--- config.mk ---
export PLATFORM = sky130hd
export DESIGN_NAME = comparator_sequencer
export DESIGN_NICKNAME = d
export VERILOG_FILES = /design/src/rtl/comparator_sequencer.sv
export SDC_FILE = /design/constraint.sdc
export NUM_CORES = 1
export LEC_CHECK = 0
export CAP_MARGIN = 20
export CELL_PAD_IN_SITES_DETAIL_PLACEMENT = 1
export CELL_PAD_IN_SITES_GLOBAL_PLACEMENT = 2
export CORE_MARGIN = 2
export CORE_UTILIZATION = 35
export CTS_BUF_LIST = sky130_fd_sc_hd__clkbuf_4 sky130_fd_sc_hd__clkbuf_8
export DETAILED_ROUTE_END_ITERATION = 6
export PLACE_DENSITY = 0.95
export SLEW_MARGIN = 20
export SYNTH_ARGS = -nofsm -noshare
export SYNTH_HDL_FRONTEND = slang
export SYNTH_SLANG_ARGS = --single-unit
--- constraint.sdc ---
create_clock -name clk -period 4.55 [get_ports clk]
set_input_delay 0.455 -clock clk [delete_from_list [all_inputs] [get_ports clk]]
set_output_delay 0.455 -clock clk [all_outputs]
set_load 0.005 [all_outputs]
--- src/rtl/comparator_sequencer.sv ---
// Multi-cycle unsigned magnitude comparator stepping a 2-bit slice MSB first.
// Define EARLY_EXIT_EN to stop on the first unequal slice instead of running all slices.
module comparator_sequencer #(
    parameter int WIDTH = 8,
    parameter int SW    = $clog2(WIDTH/2+1)
) (
    input  logic             clk,
    input  logic             rst_n,
    input  logic             start,
    input  logic [WIDTH-1:0] a,
    input  logic [WIDTH-1:0] b,
    output logic             busy,
    output logic             done,
    output logic             agtb,
    output logic             aeqb,
    output logic             altb,
    output logic [SW-1:0]    slices_used
);

    localparam int NS = WIDTH / 2;
    localparam int IW = (NS > 1) ? $clog2(NS) : 1;

    typedef enum logic {
        IDLE,
        CMP
    } state_t;

    state_t           state_q, state_d;
    logic [WIDTH-1:0] a_q, a_d;
    logic [WIDTH-1:0] b_q, b_d;
    logic [IW-1:0]    idx_q, idx_d;
    logic [SW-1:0]    cnt_q, cnt_d;
    logic             dec_q, dec_d;
    logic             gt_q, gt_d;
    logic             agtb_q, agtb_d;
    logic             aeqb_q, aeqb_d;
    logic             altb_q, altb_d;
    logic [SW-1:0]    slc_q, slc_d;
    logic             done_q, done_d;

    logic [1:0] sa, sb;
    logic       s_gt, s_eq;
    logic       last, leave;

    always_comb begin
        sa   = 2'(a_q >> {idx_q, 1'b0});
        sb   = 2'(b_q >> {idx_q, 1'b0});
        s_gt = sa > sb;
        s_eq = sa == sb;
        last = idx_q == '0;
`ifdef EARLY_EXIT_EN
        leave = last | ~s_eq;
`else
        leave = last;
`endif
    end

    always_comb begin
        state_d = state_q;
        a_d     = a_q;
        b_d     = b_q;
        idx_d   = idx_q;
        cnt_d   = cnt_q;
        dec_d   = dec_q;
        gt_d    = gt_q;
        agtb_d  = agtb_q;
        aeqb_d  = aeqb_q;
        altb_d  = altb_q;
        slc_d   = slc_q;
        done_d  = 1'b0;
        unique case (state_q)
            IDLE: begin
                if (start) begin
                    a_d     = a;
                    b_d     = b;
                    idx_d   = IW'(NS - 1);
                    cnt_d   = '0;
                    dec_d   = 1'b0;
                    gt_d    = 1'b0;
                    agtb_d  = 1'b0;
                    aeqb_d  = 1'b0;
                    altb_d  = 1'b0;
                    state_d = CMP;
                end
            end
            CMP: begin
                cnt_d = cnt_q + SW'(1);
                // First unequal slice owns the result; later slices are ignored.
                if (!dec_q && !s_eq) begin
                    dec_d = 1'b1;
                    gt_d  = s_gt;
                end
                if (leave) begin
                    state_d = IDLE;
                    done_d  = 1'b1;
                    slc_d   = cnt_q + SW'(1);
                    agtb_d  = dec_d & gt_d;
                    altb_d  = dec_d & ~gt_d;
                    aeqb_d  = ~dec_d;
                end else begin
                    idx_d = idx_q - IW'(1);
                end
            end
        endcase
    end

    always_ff @(posedge clk) begin
        if (!rst_n) begin
            state_q <= IDLE;
            a_q     <= '0;
            b_q     <= '0;
            idx_q   <= '0;
            cnt_q   <= '0;
            dec_q   <= 1'b0;
            gt_q    <= 1'b0;
            agtb_q  <= 1'b0;
            aeqb_q  <= 1'b0;
            altb_q  <= 1'b0;
            slc_q   <= '0;
            done_q  <= 1'b0;
        end else begin
            state_q <= state_d;
            a_q     <= a_d;
            b_q     <= b_d;
            idx_q   <= idx_d;
            cnt_q   <= cnt_d;
            dec_q   <= dec_d;
            gt_q    <= gt_d;
            agtb_q  <= agtb_d;
            aeqb_q  <= aeqb_d;
            altb_q  <= altb_d;
            slc_q   <= slc_d;
            done_q  <= done_d;
        end
    end

    assign busy        = state_q == CMP;
    assign done        = done_q;
    assign agtb        = agtb_q;
    assign aeqb        = aeqb_q;
    assign altb        = altb_q;
    assign slices_used = slc_q;

endmodule
Word-level counts from Yosys, hierarchy flattened
Cells that the tools add are included.
{"block": "classes", "shifts": 2, "add_sub_neg": 2, "n_reduce_logical": 9, "muxes": 22, "order_cmp": 1, "n_eq_ne": 4, "n_bitwise": 5}
{"cell": ">> shifter 8 x 3 -> 2 bit", "n": 2}
{"cell": "case mux 1 bit (2 select lines)", "n": 6}
{"cell": "2-to-1 mux 1 bit", "n": 11}
{"cell": "AND reduction 2 bit", "n": 5}
{"cell": "case mux 3 bit (2 select lines)", "n": 1}
{"cell": "2-to-1 mux 2 bit", "n": 2}
{"cell": "!= test 2 bit (second input constant)", "n": 2}
{"cell": "case mux 2 bit (2 select lines)", "n": 1}
{"cell": "adder 3 x 1 -> 3 bit (second input constant)", "n": 1}
{"cell": "2-to-1 mux 3 bit", "n": 1}
{"cell": "NOT 1 bit", "n": 3}
{"cell": "AND 1 bit", "n": 2}
{"cell": "== test 2 bit", "n": 1}
{"cell": "greater-than comparator 2 bit", "n": 1}
{"cell": "logical NOT 1 bit", "n": 2}
{"cell": "logical NOT 2 bit", "n": 1}
{"cell": "!= test 2 x 1 -> 1 bit (second input constant)", "n": 1}
{"cell": "subtractor 2 x 1 -> 2 bit (second input constant)", "n": 1}
{"cell": "logical AND 1 bit", "n": 1}
{"block": "word_totals", "output_inout_bits": 8, "regBits": 31, "input_bits": 19, "word_cells": 57}

Logic depth before layout (Yosys ltp)
{"block": "depth", "word_depth": 10, "depth_mapped": 8, "ltp_nobuf": 7}

Least setup slack after synthesis
OpenSTA, ideal clock, no wires.
{"block": "synth_path", "path_kind": "flip-flop to flip-flop", "startpoint": "register idx_q[0]", "endpoint": "register agtb_q, in the netlist agtb", "n_path_buf": 1, "t_required_ns": 4.433, "path_slack_ns": 2.683, "period_less_slack_ns": 1.867, "stages_incl_launch_ff": 8, "arrival_time_ns": 1.750, "setup_ns": 0.117, "path_cell_list": "dfxtp_1 > buf_2 > mux4_2 > ha_1 > nand2_1 > o211ai_1 > inv_1 > a32o_1"}
{"block": "synth_between", "elab_chain_cells": 9}
{"element": "from (decl)", "line": "31", "text": "logic [IW-1:0] idx_q, idx_d;"}
{"element": "from (signal assigned)", "line": "125", "text": "idx_q <= idx_d;"}
{"element": ">> shifter 8 x 3 -> 2 bit (on tied branches)", "line": "46, 47"}
{"element": "== test 2 bit", "line": "49", "text": "s_eq = sa == sb;"}
{"element": "logical NOT 1 bit", "line": "89", "text": "if (!dec_q && !s_eq) begin"}
{"element": "logical AND 1 bit", "line": "89"}
{"element": "2-to-1 mux 1 bit", "line": "89"}
{"element": "2-to-1 mux 1 bit", "line": "71", "text": "unique case (state_q)"}
{"element": "AND 1 bit", "line": "97", "text": "agtb_d = dec_d & gt_d;"}
{"element": "2-to-1 mux 1 bit", "line": "93", "text": "if (leave) begin"}
{"element": "case mux 1 bit (2 select lines)", "line": "71"}
{"element": "to (signal assigned)", "line": "129", "text": "agtb_q <= agtb_d;"}
{"element": "to (decl)", "line": "35", "text": "logic agtb_q, agtb_d;"}
Several ways; a longest one is shown, not always the timed one. The select of a mux whose other input is x is not followed.
A chain may end at the register's enable or synchronous reset.

Final worst setup path
{"block": "layout_path", "startpoint": "register idx_q[0]", "endpoint": "register altb_q, in the netlist altb"}
{"block": "layout_between", "elab_chain_cells": 10}
{"element": ">> shifter 8 x 3 -> 2 bit (on tied branches)", "line": "46, 47"}
{"element": "== test 2 bit", "line": "49"}
{"element": "logical NOT 1 bit", "line": "89"}
{"element": "logical AND 1 bit", "line": "89"}
{"element": "2-to-1 mux 1 bit", "line": "89"}
{"element": "2-to-1 mux 1 bit", "line": "71"}
{"element": "NOT 1 bit", "line": "98", "text": "altb_d = dec_d & ~gt_d;"}
{"element": "AND 1 bit", "line": "98"}
{"element": "2-to-1 mux 1 bit", "line": "93"}
{"element": "case mux 1 bit (2 select lines)", "line": "71"}
{"element": "to (signal assigned)", "line": "131", "text": "altb_q <= altb_d;"}
{"element": "to (decl)", "line": "37", "text": "logic altb_q, altb_d;"}
Several ways; a longest one is shown, not always the timed one. The select of a mux whose other input is x is not followed.

==> impl_results.md <==
- Outcome: finished, final reports clean
- GR Layer Usage met3: 4.17%
- Class of the tightest hold or removal check: flip-flop to flip-flop
- Gpl congestion: ~0.74
- Max Cap Viol: 0
- R2R setup slack: 2380 ps
- Max Slew Vio Count: 0
- Mapped cell area: ~0.0014 mm2
- Internal: 0.492 mW
- Largest net degree at the start of global routing: 34
- Area growth syn-to-layout: 25.2%
- H-tree depth: 2
- Max VDD drop: between 150 and 200 uV
- Post-Syn Nets: between 150 and 200
- Synth area leader: dfxtp_1
- R2R Path End: altb
- Skew final: 5.83 ps
- WHS Path Cells: 2
- Required time of the worst setup path: 4680 ps
- Number of diodes: 0
- Hold Vio Cnt, Final: 0
- Deepest clock path buffer count: 2
- Die ar.: approximately 0.0045 mm2
- Synth Area in Adders: roughly 3.6%
- Syn avg cell area: 9.26 um2
- Reg-to-Reg Start: idx_q[0]
- Post-synth ARST share: 0%
- Largest family of logic cells by synthesized area: simple AND/OR/NAND/NOR gates
- Design area: 0.00175 mm2
- Portion of total power attributed to the clock network: 36.8%
- Hold_buf cts: 0
- Final antenna-violating net count: 0
- Final std cells w/o fill: 222
- Reg power frac: 46.8%
- Fin nets: roughly 200
- Port Buffers: 26
- GR peak layer: met2
- Area of the multi-input gates: between 600 and 700 um2
- Area contributors post-synth: dfxtp_1, nand2_1, mux4_2
- Post-DP Area: 0.00165 mm2
- Switch share: approximately 25%
- Top-area cell type share of the netlist area: 44.4%
- Reg area: 621 um2
- Sequential-to-total area share from yosys stat: 44.4%
- Post-Place Setup Slack: approximately 2300 ps
- Fill cells: 453
- Vias: 1137
- Met1 Usage GRT: 18.5%
- Post_cts resized: 0
- Vias in the first global route: 1300
- Pwr Total: 0.658 mW
- Xor/xnor share of the synthesized area: less than 1%
- Clock-pin slew on the worst setup and hold paths: 60 ps
- Slew margin rel.: 35.0%
- Min Tclk post-route: 2170 ps
- Crit path launch: idx_q[0]
- Total Neg Setup Slack: 0 ps
- DP Wirelength: ~2200 um
- IO Pins: 27
- RSZ-0062 raised after global routing: false
- Yosys cell types: 31
- Total CTS buffers: 5
- Period Utilization, post-route: 47.6%
- Final worst slack: 2380 ps
- Critical Path Sink: altb
- Detailed Route Iter0 Violations: 27
- Worst-skew pair later-pin latency: 280 ps
- Most frequent cells after synthesis: nand2_1, dfxtp_1, a21boi_1
- Seq cells post-synth: 31
- Switching Power: 0.166 mW
- Final WL: roughly 3100 um
- Worst-margin pin slew: a little under 1000 ps
- Reg2reg path depth: 6
- CP Data Arrival Time: 2300 ps
- Post-synthesis cell count: 151
- Setup bufs post-CTS: 0
- Crit Path Category: flip-flop to flip-flop
- Leakage power: 0.700 nW
- Top-count cell post-synth: nand2_1
- Power per cell area: 376 mW/mm2
- Initial antenna violation count: 0
- CP Launch Type: flip-flop
- Final setup fails: 0
- Rows: 22
- Worst Path Max Fanout: 7
- Simple-Gate Fraction of Synth Area: 19.2%
- Primary FF master, synth: dfxtp_1
- Global Route Usage Sum: 16.9%
- Placed insts: 214
- CTS tree: built
- M2 GR Usage: 30.3%
- Combinational power share: 16.4%
- DR WL/cell: between 10 and 15 um
- Starting Density: 37.3%
- FMAX: ~460 MHz
- Post-DR vias/cell: ~5
- Clk sinks: 31
- Multiplexer share of the synthesized area: 7.88%
- Core area: between 0.003 and 0.004 mm2
- Yosys warning count: 0
- Synth Area in Compound Gates: 17.4%
- First-pass GRT wire length: 5720 um
- DRT Pass-1 Iters: 4
- Die height: 67.2 um
- Fraction of layout cells with a size suffix above 1: 8.62%
- Chip Width: roughly 67 um
- Grt ovf: 0
- Post-synth EDFFs: 0
- Root buf cell: clkbuf_8
- Crit path capture type: flip-flop
- Drt drc: 0
## critical path, stage by stage, from the launching register on
cell	delay (ps)
dfxtp_1	530
mux4_2	570
ha_1	320
a21oi_1	170
nor2_1	60
a21oi_1	240
o32ai_1	130
## worst min path at each step
stage | from | endpoint | slack, ps
final | a_q[5] | a_q[5] | 460
after global routing | a_q[4] | a_q[4] | 480
after CTS | a_q[5] | a_q[5] | 460
after detailed placement | a_q[5] | a_q[5] | 450
after global placement | a_q[6] | a_q[6] | 440
after floorplan | a_q[2] | a_q[2] | 430
## cell families (layout without fill, tap and decap cells)
family	Yosys count	after routing
AOI/OAI and AO/OA	33	33
xor gates and xnor gates	1	1
adders and majority gates	4	4
buffers and inverters	17	40
DFF	31	31
muxes	6	6
and+or+nand+nor	59	59
## power by group through the flow
stage	Sequential [mW]	Combinational, mW	Clock, mW
after global routing	0.312	0.122	0.263
final	0.308	0.108	0.242
after global placement	0.313	0.102	0
after CTS	0.308	0.110	0.249
after detailed placement	0.314	0.110	0
after floorplan	0.304	0.0796	0
## flip-flops by register name, summed over array words and instances (netlist names)
name	flops
aeqb	1
altb	1
gt_q	1
cnt_q	3
b_q	8
done	1
slices_used	3
a_q	8
dec_q	1
idx_q	2
agtb	1
busy	1
## final cells by class
class                   count  area share, %
repair buffers             26           14.9
well taps                  48           3.43
inverters                   6           1.29
flip-flops and latches     31           35.5
clock buffers               8           5.93
multi-input cells         103           39.0
## layout by cell type (no fill, tap or decap), types with 2 or more instances in the layout
master / instances
nand2_1: 39
dfxtp_1: 31
clkdlybuf4s50_1: 26
a21boi_1: 10
clkbuf_8: 7
inv_1: 6
nor2b_1: 6
a21boi_0: 6
nor2_1: 5
mux4_2: 4
o211a_1: 4
a21oi_1: 4
ha_1: 4
o21ai_0: 3
mux2i_1: 2
and2_1: 2
## per-stage QoR
stage	util (%)	hold WS, ps
after global placement	43.9	440
after floorplan	-	432
after detailed placement	44.0	449
final	46.8	455
after CTS	46.8	459
after global routing	46.8	479
## routing by layer
metal  share of wire (%)  vias to the layer above  routed length (um)
met2                  50                       26                1570
li1                    -                      552                   -
met3                 4.6                        7                 143
met1                  43                      552                1350
met5                   0                        -                   0
met4                 1.7                        0                  54
No activity file was read; power rests on OpenSTA's default activity.
